==> src/rtl/level_meter_ctrl.sv <==
// level_meter_ctrl: windowed max-magnitude level meter with peak-hold/decay tracker for an LED bar graph
module level_meter_ctrl #(
    parameter int WINDOW       = 512,
    parameter int HOLD_WINDOWS = 16,
    parameter int DECAY_STEP   = 64
) (
    input  logic        dclk,
    input  logic        rst,
    input  logic        sample_valid,
    input  logic [11:0] sample,
    input  logic        clear,
    output logic [11:0] level,
    output logic        level_valid,
    output logic [11:0] peak
);
    localparam int CW = $clog2(WINDOW);

    logic [CW-1:0] cnt, cnt_n;
    logic [10:0]   win_max, win_n, mag, new_max, pk, pk_n, lvl, lvl_n, dec;
    logic [7:0]    hold, hold_n;
    logic [12:0]   diff;
    logic          last, publish;

    always_comb begin
        diff    = sample[11] ? {2'b0, sample[10:0]} : 13'd2048 - {1'b0, sample};
        mag     = diff > 13'd2047 ? 11'd2047 : diff[10:0];
        new_max = mag > win_max ? mag : win_max;
        last    = cnt == CW'(WINDOW - 1);
        publish = sample_valid && last;
        dec     = pk >= 11'(DECAY_STEP) ? pk - 11'(DECAY_STEP) : 11'd0;
        cnt_n   = sample_valid ? (last ? '0 : cnt + 1'b1) : cnt;
        win_n   = sample_valid ? (last ? 11'd0 : new_max) : win_max;
        lvl_n   = publish ? new_max : lvl;
        // decay never drops the peak below the level just published
        pk_n    = !publish ? pk : new_max >= pk ? new_max : hold != 8'd0 ? pk : dec > new_max ? dec : new_max;
        hold_n  = !publish ? hold : new_max >= pk ? 8'(HOLD_WINDOWS) : hold != 8'd0 ? hold - 1'b1 : hold;
    end

    always_ff @(posedge dclk or posedge rst) begin
        if (rst) begin
            cnt         <= '0;
            win_max     <= '0;
            lvl         <= '0;
            pk          <= '0;
            hold        <= '0;
            level_valid <= 1'b0;
        end else if (clear) begin
            cnt         <= '0;
            win_max     <= '0;
            pk          <= '0;
            hold        <= '0;
            level_valid <= 1'b0;
        end else begin
            cnt         <= cnt_n;
            win_max     <= win_n;
            lvl         <= lvl_n;
            pk          <= pk_n;
            hold        <= hold_n;
            level_valid <= publish;
        end
    end

    assign level = {1'b0, lvl};
    assign peak  = {1'b0, pk};
endmodule

==> config.mk <==
export PLATFORM = sky130hd
export DESIGN_NAME = level_meter_ctrl
export DESIGN_NICKNAME = d
export VERILOG_FILES = /design/src/rtl/level_meter_ctrl.sv
export SDC_FILE = /design/constraint.sdc
export NUM_CORES = 1
export LEC_CHECK = 0
export CAP_MARGIN = 20
export CORE_ASPECT_RATIO = 0.75
export CORE_MARGIN = 2
export CORE_UTILIZATION = 30
export CTS_BUF_LIST = sky130_fd_sc_hd__clkbuf_8
export CTS_CLUSTER_DIAMETER = 30
export DETAILED_ROUTE_END_ITERATION = 7
export GPL_ROUTABILITY_DRIVEN = 0
export PLACE_DENSITY = 0.48
export SLEW_MARGIN = 0
export SYNTH_ARGS = -nofsm -noshare
export SYNTH_HDL_FRONTEND = slang
export SYNTH_SLANG_ARGS = --single-unit
==> constraint.sdc <==
create_clock -name dclk -period 3.6 [get_ports dclk]
set_input_delay 0.9 -clock dclk [delete_from_list [all_inputs] [get_ports dclk]]
set_output_delay 0.9 -clock dclk [all_outputs]
set_load 0.005 [all_outputs]
# --- Word-level counts from Yosys, hierarchy flattened ---
# Cells that the tools add are included.
word_totals:
  ff_bits: 51
  latchBits: 0
  ramBits: 0
  rom_bits: 0
  inputBits: 16
  output_inout_bits: 25
  wordCells: 46
  mem_count: 0
op_classes:
  addsub: 4
  multipliers: 0
  div: 0
  order_cmp: 5
  n_eq_ne: 2
  n_shift: 0
  muxes: 20
  bitwise: 1
  reduce_logical: 8
op_table:
  columns: ["cell", "count"]
  rows:
  - ["$mux 11", 11]
  - ["$mux 8", 4]
  - ["$mux 9", 3]
  - ["$gt 11x11->1", 2]
  - ["$gt 13x11->1 const B", 1]
  - ["$mux 13", 1]
  - ["$sub 12x12->13 const A", 1]
  - ["$ge 11x11->1", 1]
  - ["$ge 11x7->1 const B", 1]
  - ["$sub 11x7->11 const B", 1]
  - ["$add 9x1->9 const B", 1]
  - ["$eq 9x9->1 const B", 1]
  - ["$reduce_bool 8->1", 1]
  - ["$sub 8x1->8 const B", 1]
  - ["$reduce_and 2->1", 3]
  - ["$reduce_bool 2->1", 2]
  - ["$ne 3x3->1 const B", 1]
  - ["$reduce_bool 3->1", 1]
  - ["$logic_and 1x1->1", 1]
  - ["$mux 1", 1]
  - ["$not 1->1", 1]

# --- Depth between registers and ports, before layout ---
logic_depth:
  ltp_word: 12
  ltp_mapped: 22
  mapped_depth_nobuf: 21

# --- Least setup slack after synthesis ---
# No wires, ideal clock.
synth_timing:
  kind: "input to register"
  startpoint: "input port sample[4]"
  endpoint: "register pk[0]"
  t_arrival_ps: 5355
  required_time_ps: 3535
  path_slack_ps: -1820
  stages: 21
  path_buffers: 1
  path_cell_list: "nor4_4 > nand2_1 > or3_1 > a41oi_1 > o21a_2 > ha_1 > a21oi_1 > o21a_1 > nand2_1 > o21ai_1 > buf_2 > mux2i_1 > inv_1 > ha_1 > a21oi_1 > o221ai_1 > a31oi_1 > o21ai_2 > or4_4 > a21oi_4 > a22o_1"
synth_via:
  elab_chain_len: 12
  word_cells_on_any_way: 15
synth_lines:
  columns: ["item", "line", "rtl"]
  rows:
  - ["from (decl)", "10", "input logic [11:0] sample,"]
  - ["$sub 12x12->13", "25", "diff = sample[11] ? {2'b0, sample[10:0]} : 13'd2048 - {1'b0, sample};"]
  - ["$mux 13 *", "25", null]
  - ["$gt 13x11->1", "26", "mag = diff > 13'd2047 ? 11'd2047 : diff[10:0];"]
  - ["$mux 11 *", "26", null]
  - ["$gt 11x11->1", "27", "new_max = mag > win_max ? mag : win_max;"]
  - ["$mux 11 *", "27", null]
  - ["net new_max[4]", "19", "logic [10:0] win_max, win_n, mag, new_max, pk, pk_n, lvl, lvl_n, dec;"]
  - ["$gt 11x11->1", "35", "pk_n = !publish ? pk : new_max >= pk ? new_max : hold != 8'd0 ? pk : dec > new_max ? dec : new_max;"]
  - ["$mux 11 (4 in series)", "35", null]
  - ["$mux 11", "47", "end else if (clear) begin"]
  - ["to (signal assigned)", "57", "pk <= pk_n;"]
  - ["to (decl)", "19", null]
# Mark *: on every way through the listed nets, which the timed path passes. The rest lies on a longest branch. The select of a mux whose other input is x is not followed.
# A chain may end at the register's enable or synchronous reset.

# --- Worst setup path in the final report ---
layout_timing:
  startpoint: "input port sample[10]"
  endpoint: "register pk[7]"
# The elaborated chain is that of the path after synthesis.

==> results by group <==
STA
  – Endpoints failing setup: 21
  – Fin. Hold Viols: 0
  – Final WS setup: -1468 ps
  – Worst-Margin Slew: 677.8 ps
  – Relative slew slack: 0.5482
  – Layout Skew: 9.981 ps
  – RSZ-0062 raised after global routing: true
  – Tcrit/Tclk final: 1.408
  – Max Transition Viols Final: 0
  – Max Clk Rate: 197.3 MHz
  – Setup TNS: -26,130 ps
  – Period minus WS final: 5068 ps

Die
  – Top-level I/O count: 41
  – Placeable core region: 12,260 sq um
  – Starting Density: 0.3079
  – Rows: 35
  – Chip Height: 101.1 microns
  – Die X: 133.5 microns
  – Die Area: 13,510 sq um

Global routing
  – Met3 usage: 0.03804
  – Vias in the first global route: 3,922
  – GRT overflow: 0
  – Largest net degree at the start of global routing: 52
  – Wire length of the first global-routing pass: 20,220 microns
  – Initial antenna violation count: 0
  – GR peak layer: met2
  – Global Route met2 Usage: 0.2895
  – Met1 Use GR: 0.2790
  – GRT Util Overall: 0.1889

Yosys
  – Post-Synthesis Cells: 427
  – Synthesized area: 3775 sq um
  – Yosys warnings: 0
  – Syn avg cell area: 8.840 sq um
  – Seq cells post-synth: 51
  – Biggest area consumer among synthesized cells: dfrtp_1
  – Sequential cell area fraction in the yosys report: 0.3381
  – Top FF cell, synth: dfrtp_1
  – Library cells used by synthesis: 65
  – Post-synth EDFFs: 0
  – Dominant cells by area after synthesis: dfrtp_1, ha_1, nand2_1
  – Commonest cells post-synth: dfrtp_1, nand2_1, ha_1, nor2_1, inv_1
  – Top-count cell post-synth: dfrtp_1
  – FFs w/ async S/R, synth: 1.000
  – Yosys top cell area share: 0.3381

Worst setup path
  – R2r setup slk: -290 ps
  – Worst setup EP type: flop
  – Critical path origin: sample[10]
  – Most used cell, CP: buf_4
  – CP top delay family: compound AO/OA/AOI/OAI gates
  – Capture point of the critical path: pk[7]
  – Depth of the worst register-to-register path: 18
  – Setup Crit Path Kind: in -> reg
  – Worst path slowest cell: or3_4
  – CP bufs+invs: 5
  – FF-to-FF Start: win_max[10]
  – Critical Path Max Stage Delay: 390 ps
  – CP arrival: 5320 ps
  – Crit path depth: 23
  – Worst flop-to-flop path endpoint: pk[7]
  – Worst EP required: 3850 ps
  – Worst path cell trace: buf_6 -> or3_4 -> nor4_2 -> buf_4 -> nor2_2 -> a31oi_1 -> ha_1 -> nand2_2 -> nor4_4 -> a21oi_4 -> o21ai_4 -> buf_8 -> mux2i_4 -> inv_2 -> ha_4 -> nand4_1 -> o221ai_2 -> a31oi_2 -> o21ai_2 -> buf_4 -> nand2_1 -> o31a_1 -> o211ai_1
  – CP startpoint kind: primary input
  – CP max FO: 6

Power
  – Seq pwr share: 0.275
  – Pwr dens: 347.4 nW/um^2
  – Comb pwr share: 0.553
  – Leak: 0.002719 uW
  – NetSw: 773.0 uW
  – Int Pwr: 1401 uW
  – Max VDD drop: 0.0001721 V
  – Sw Share: 0.3556
  – Clock power share: 0.172

Cells and area
  – Area growth syn-to-layout: 65.73%
  – Antenna cells: 0
  – Fill count: 1,138
  – Final nets: 672
  – Layout cells sized above 1: 0.4554

Placement
  – DP HPWL: 8339 microns
  – Port Buffers: 38
  – Pre-CTS setup slack: -2081 ps

Status
  – Status: finished, violations left
  – Failing checks: setup timing

CTS
  – Clock-pin slew on the worst setup and hold paths: 110 ps
  – CTS tree: done
  – H-tree Lvls: 2
  – CTS root buf: clkbuf_8
  – Worst skew pair latency: 330 ps
  – Total CTS buffers: 5
  – Bufs on Longest Clock Path: 2
  – Clock sink count: 51

Drt
  – Drt initial violations: 153
  – Via count: 3,841
  – DR WL/cell: 15.96 microns
  – Vias per inst: 4.905
  – Antenna violation net count after detailed routing: 0
  – Drt pass-1 iters: 4
  – DRC: 0
  – Drt total wl: 12,500 microns

Min path
  – Worst hold stages: 2
  – Hold crit path type: reg -> reg
  – Min-delay src: lvl[10]

Run
  – Max_cap viols: 0
## repair_timing
item | 4_1_cts | 5_1_grt
resized for setup | 103 | 57
buffers inserted | 50 | 14
hold buffers | 0 | 0
endpoints found under the setup margin | 40 | 38
gates cloned | 2 | 0
pin swaps | 52 | 38
hold endpoints to repair | 0 | 0
## cell usage in the layout (no fill, tap or decap), drive strengths merged, types with 3 or more instances in the layout
cell type,netlist,layout
o211ai,4,4
mux2i,10,10
dfrtp,51,51
clkdlybuf4s15,0,4
ha,40,40
a31oi,4,4
nand3b,3,3
xnor2,13,13
nand4,6,6
nor2,40,40
a22o,5,5
and2,6,6
inv,41,41
nor4,7,7
or2,3,3
xor2,5,5
o32ai,11,11
o21a,4,4
clkdlybuf4s50,0,26
nand3,8,8
nand2,45,45
buf,4,162
a21oi,24,24
o21ai,23,23
clkbuf,9,7
o2111ai,3,3
nand2b,6,6
nor3,10,10
a211oi,6,6
or3,6,6
## worst min path at each step
stage	to	slack, ps
2_1_floorplan	lvl[0]	470
3_3_place_gp	lvl[10]	470
3_5_place_dp	lvl[9]	470
4_1_cts	lvl[9]	500
5_1_grt	lvl[5]	540
6_report	lvl[10]	490
## final cells by class
class                      count  area, sq um  share of cell area
multi-input combinational    323         2922              0.4670
timing repair buffer         194         1598              0.2554
sequential                    51         1276              0.2040
tap                          166        207.7             0.03320
inverter                      41        153.9             0.02460
clock buffer                   6        82.58             0.01320
clock inverter                 2        16.27            0.002600
## sequential cells by signal, summed over array words and instances (netlist names)
register     flops
cnt              9
hold             8
level_valid      1
lvl             11
pk              11
win_max         11
## stage by stage
step	instance area (sq um)	power [uW]	hold slack [ps]	utilization	instances
CTS	5922	2029	496.6	0.4830	773
global route	6256	2313	541.3	0.5102	783
floorplan	3859	1011	473.3	-	428
finish	6256	2174	488.8	0.5102	783
detailed placement	5101	1370	473.4	0.4160	713
global placement	5101	1366	466.3	0.4160	713
## layer usage
layer / routed length (microns) / vias to the layer above
li1: - / 1907
met1: 6417 / 1866
met2: 5485 / 59
met3: 509 / 9
met4: 85 / 0
met5: 0 / -
## power groups by stage
stage / Clock [uW] / Combinational (uW) / Sequential, uW
after floorplan: 0 / 402 / 609
after global placement: 0 / 757 / 609
after detailed placement: 0 / 761 / 609
after CTS: 386 / 1050 / 598
after global routing: 415 / 1300 / 601
final: 374 / 1200 / 598
## worst register-to-register path, delay by kind of cell (launching register included)
| kind | cells | cell delay [ps] |
|---|---|---|
| simple gates | 4 | 850 |
| fa+ha+maj | 2 | 580 |
| mux | 1 | 290 |
| flops | 1 | 360 |
| buf+inv | 4 | 500 |
| compound gates | 7 | 1220 |
## cell families after synthesis
family          synth area share
mux                      0.03679
flops                     0.3381
simple gates              0.1956
compound gates            0.1982
fa+ha+maj                 0.1326
other cells            0.0009934
xor+xnor                 0.04176
buf+inv                  0.05601
Power figures use the tool's default switching activity.
==> RTL edit, RTL diff (same settings) <==
The parameter `WINDOW` goes from 512 to 128.
--- a/src/rtl/level_meter_ctrl.sv
+++ b/src/rtl/level_meter_ctrl.sv
@@ -2,3 +2,3 @@
 module level_meter_ctrl #(
-    parameter int WINDOW       = 512,
+    parameter int WINDOW       = 128,
     parameter int HOLD_WINDOWS = 16,
Function: same outputs for any inputs over 10 cycles, from zero or initial values and one cycle with rst high; that may be too few to reach the edited logic, so the function may still have changed.
==> RTL edit against the unedited design <==
The flow still finishes with violations (negative setup slack); sequential power up 6.7%; final area fell by 7.5%; via count shrank 9.1%; global-route usage fell by 1.5 points; synthesized area fell by 4.9%; clock skew down 0.00085 ns; wire length fell by 11%; total power increased by 0.22%; worst setup slack improved by 0.11 ns; core utilization down 1.2 points; sequential cell count down 2; combinational power fell by 7%; critical path type unchanged; largest cell class unchanged; largest power group unchanged.
==> RTL edit: results (changes against the unedited design) <==
Largest net degree at the start of global routing: 50 (was 52)
NumNets Final: 612 (was 672)
Setup TNS: -25.45 ns (was -26.13 ns)
Placed wire-length estimate: 7.717 mm (was 8.339 mm)
Final worst slack: -1.363 ns (was -1.468 ns)
Arrival @ worst endpoint: 5.21 ns (was 5.32 ns)
Cell Count, Final, Fillers Out: 720 (was 783)
Initial DRC count: 150 (was 153)
Final core occ: 49.84% (was 51.02%)
Crit-path max cell delay: 0.33 ns (was 0.39 ns)
Largest cells by area after synthesis: dfrtp_1 (34%), ha_1 (14%), a21oi_1 (4.9%) (was dfrtp_1 (34%), ha_1 (13%), nand2_1 (4.5%))
Setup crit end: pk[3] (was pk[7])
Commonest cells in the netlist: dfrtp_1 (49), nor2_1 (46), inv_1 (42), ha_1 (39), nand2_1 (38) (was dfrtp_1 (51), nand2_1 (45), ha_1 (40), nor2_1 (40), inv_1 (39))
Inverter count: 42 (was 41)
DR vias: 3490 (was 3841)
Failing checks: negative setup slack (unchanged)
Maximum VDD drop: 0.1606 mV (was 0.1721 mV)
Worst Hold End: hold[0] (was lvl[10])
Min-delay src: hold[0] (was lvl[10])
Area share of fa/ha/maj cells after synthesis: 13.60% (was 13.26%)
Post-cts resize count: 112 (was 103)
First-pass GRT wire length: 17.55 mm (was 20.22 mm)
Compound-Gate Fraction of Synth Area: 20.89% (was 19.82%)
DP Worst Slack: -2.044 ns (was -2.081 ns)
Mux share of post-synthesis cell area: 5.056% (was 3.679%)
Fraction of cell area in non-clock buffers: 22.61% (was 25.54%)
Outcome: complete, but fails checks (unchanged)
Register bit total from synthesis: 49 (was 51)
Setup violators final: 29 (was 21)
Static leakage: 2.516 nW (was 2.719 nW)
Crit path launch: sample[0] (was sample[10])
Distinct cells, synth: 55 (was 65)
Layout fillers: 1114 (was 1138)
R2r setup slk: -0.17 ns (was -0.29 ns)
==> RTL edit: changes by cell type in the layout (fill, tap and decap cells not counted), sizes merged, moves of 7 or more <==
cell / before / now
a21oi: 24 / 36
nand3: 8 / 16
nand2: 45 / 38
o32ai: 11 / 0
buf: 162 / 116
a21o: 2 / 10
xnor2: 13 / 4
==> RTL edit: routing by layer <==
metal	part of all wire, %	vias up	routed length, µm
met1	52	1680	5810
met4	0.53	0	59
met3	3.1	4	347
li1	-	1761	-
met5	0	-	0
met2	44	45	4894
==> RTL edit: critical path: cells and delay by family <==
kind                       cells  cell delay, ns
AOI/OAI and AO/OA              8            1.49
and+or+nand+nor                8            1.07
buffers and inverters          7            1.01
adders and majority gates      2            0.42
muxes                          1            0.30
==> RTL edit: where the power goes <==
| group | internal [mW] | leakage, nW | switching [mW] |
|---|---|---|---|
| Combinational | 0.543 | 1.79 | 0.573 |
| Sequential | 0.592 | 0.668 | 0.0456 |
| Clock | 0.209 | 0.0543 | 0.216 |
| Total | 1.34 | 2.52 | 0.834 |
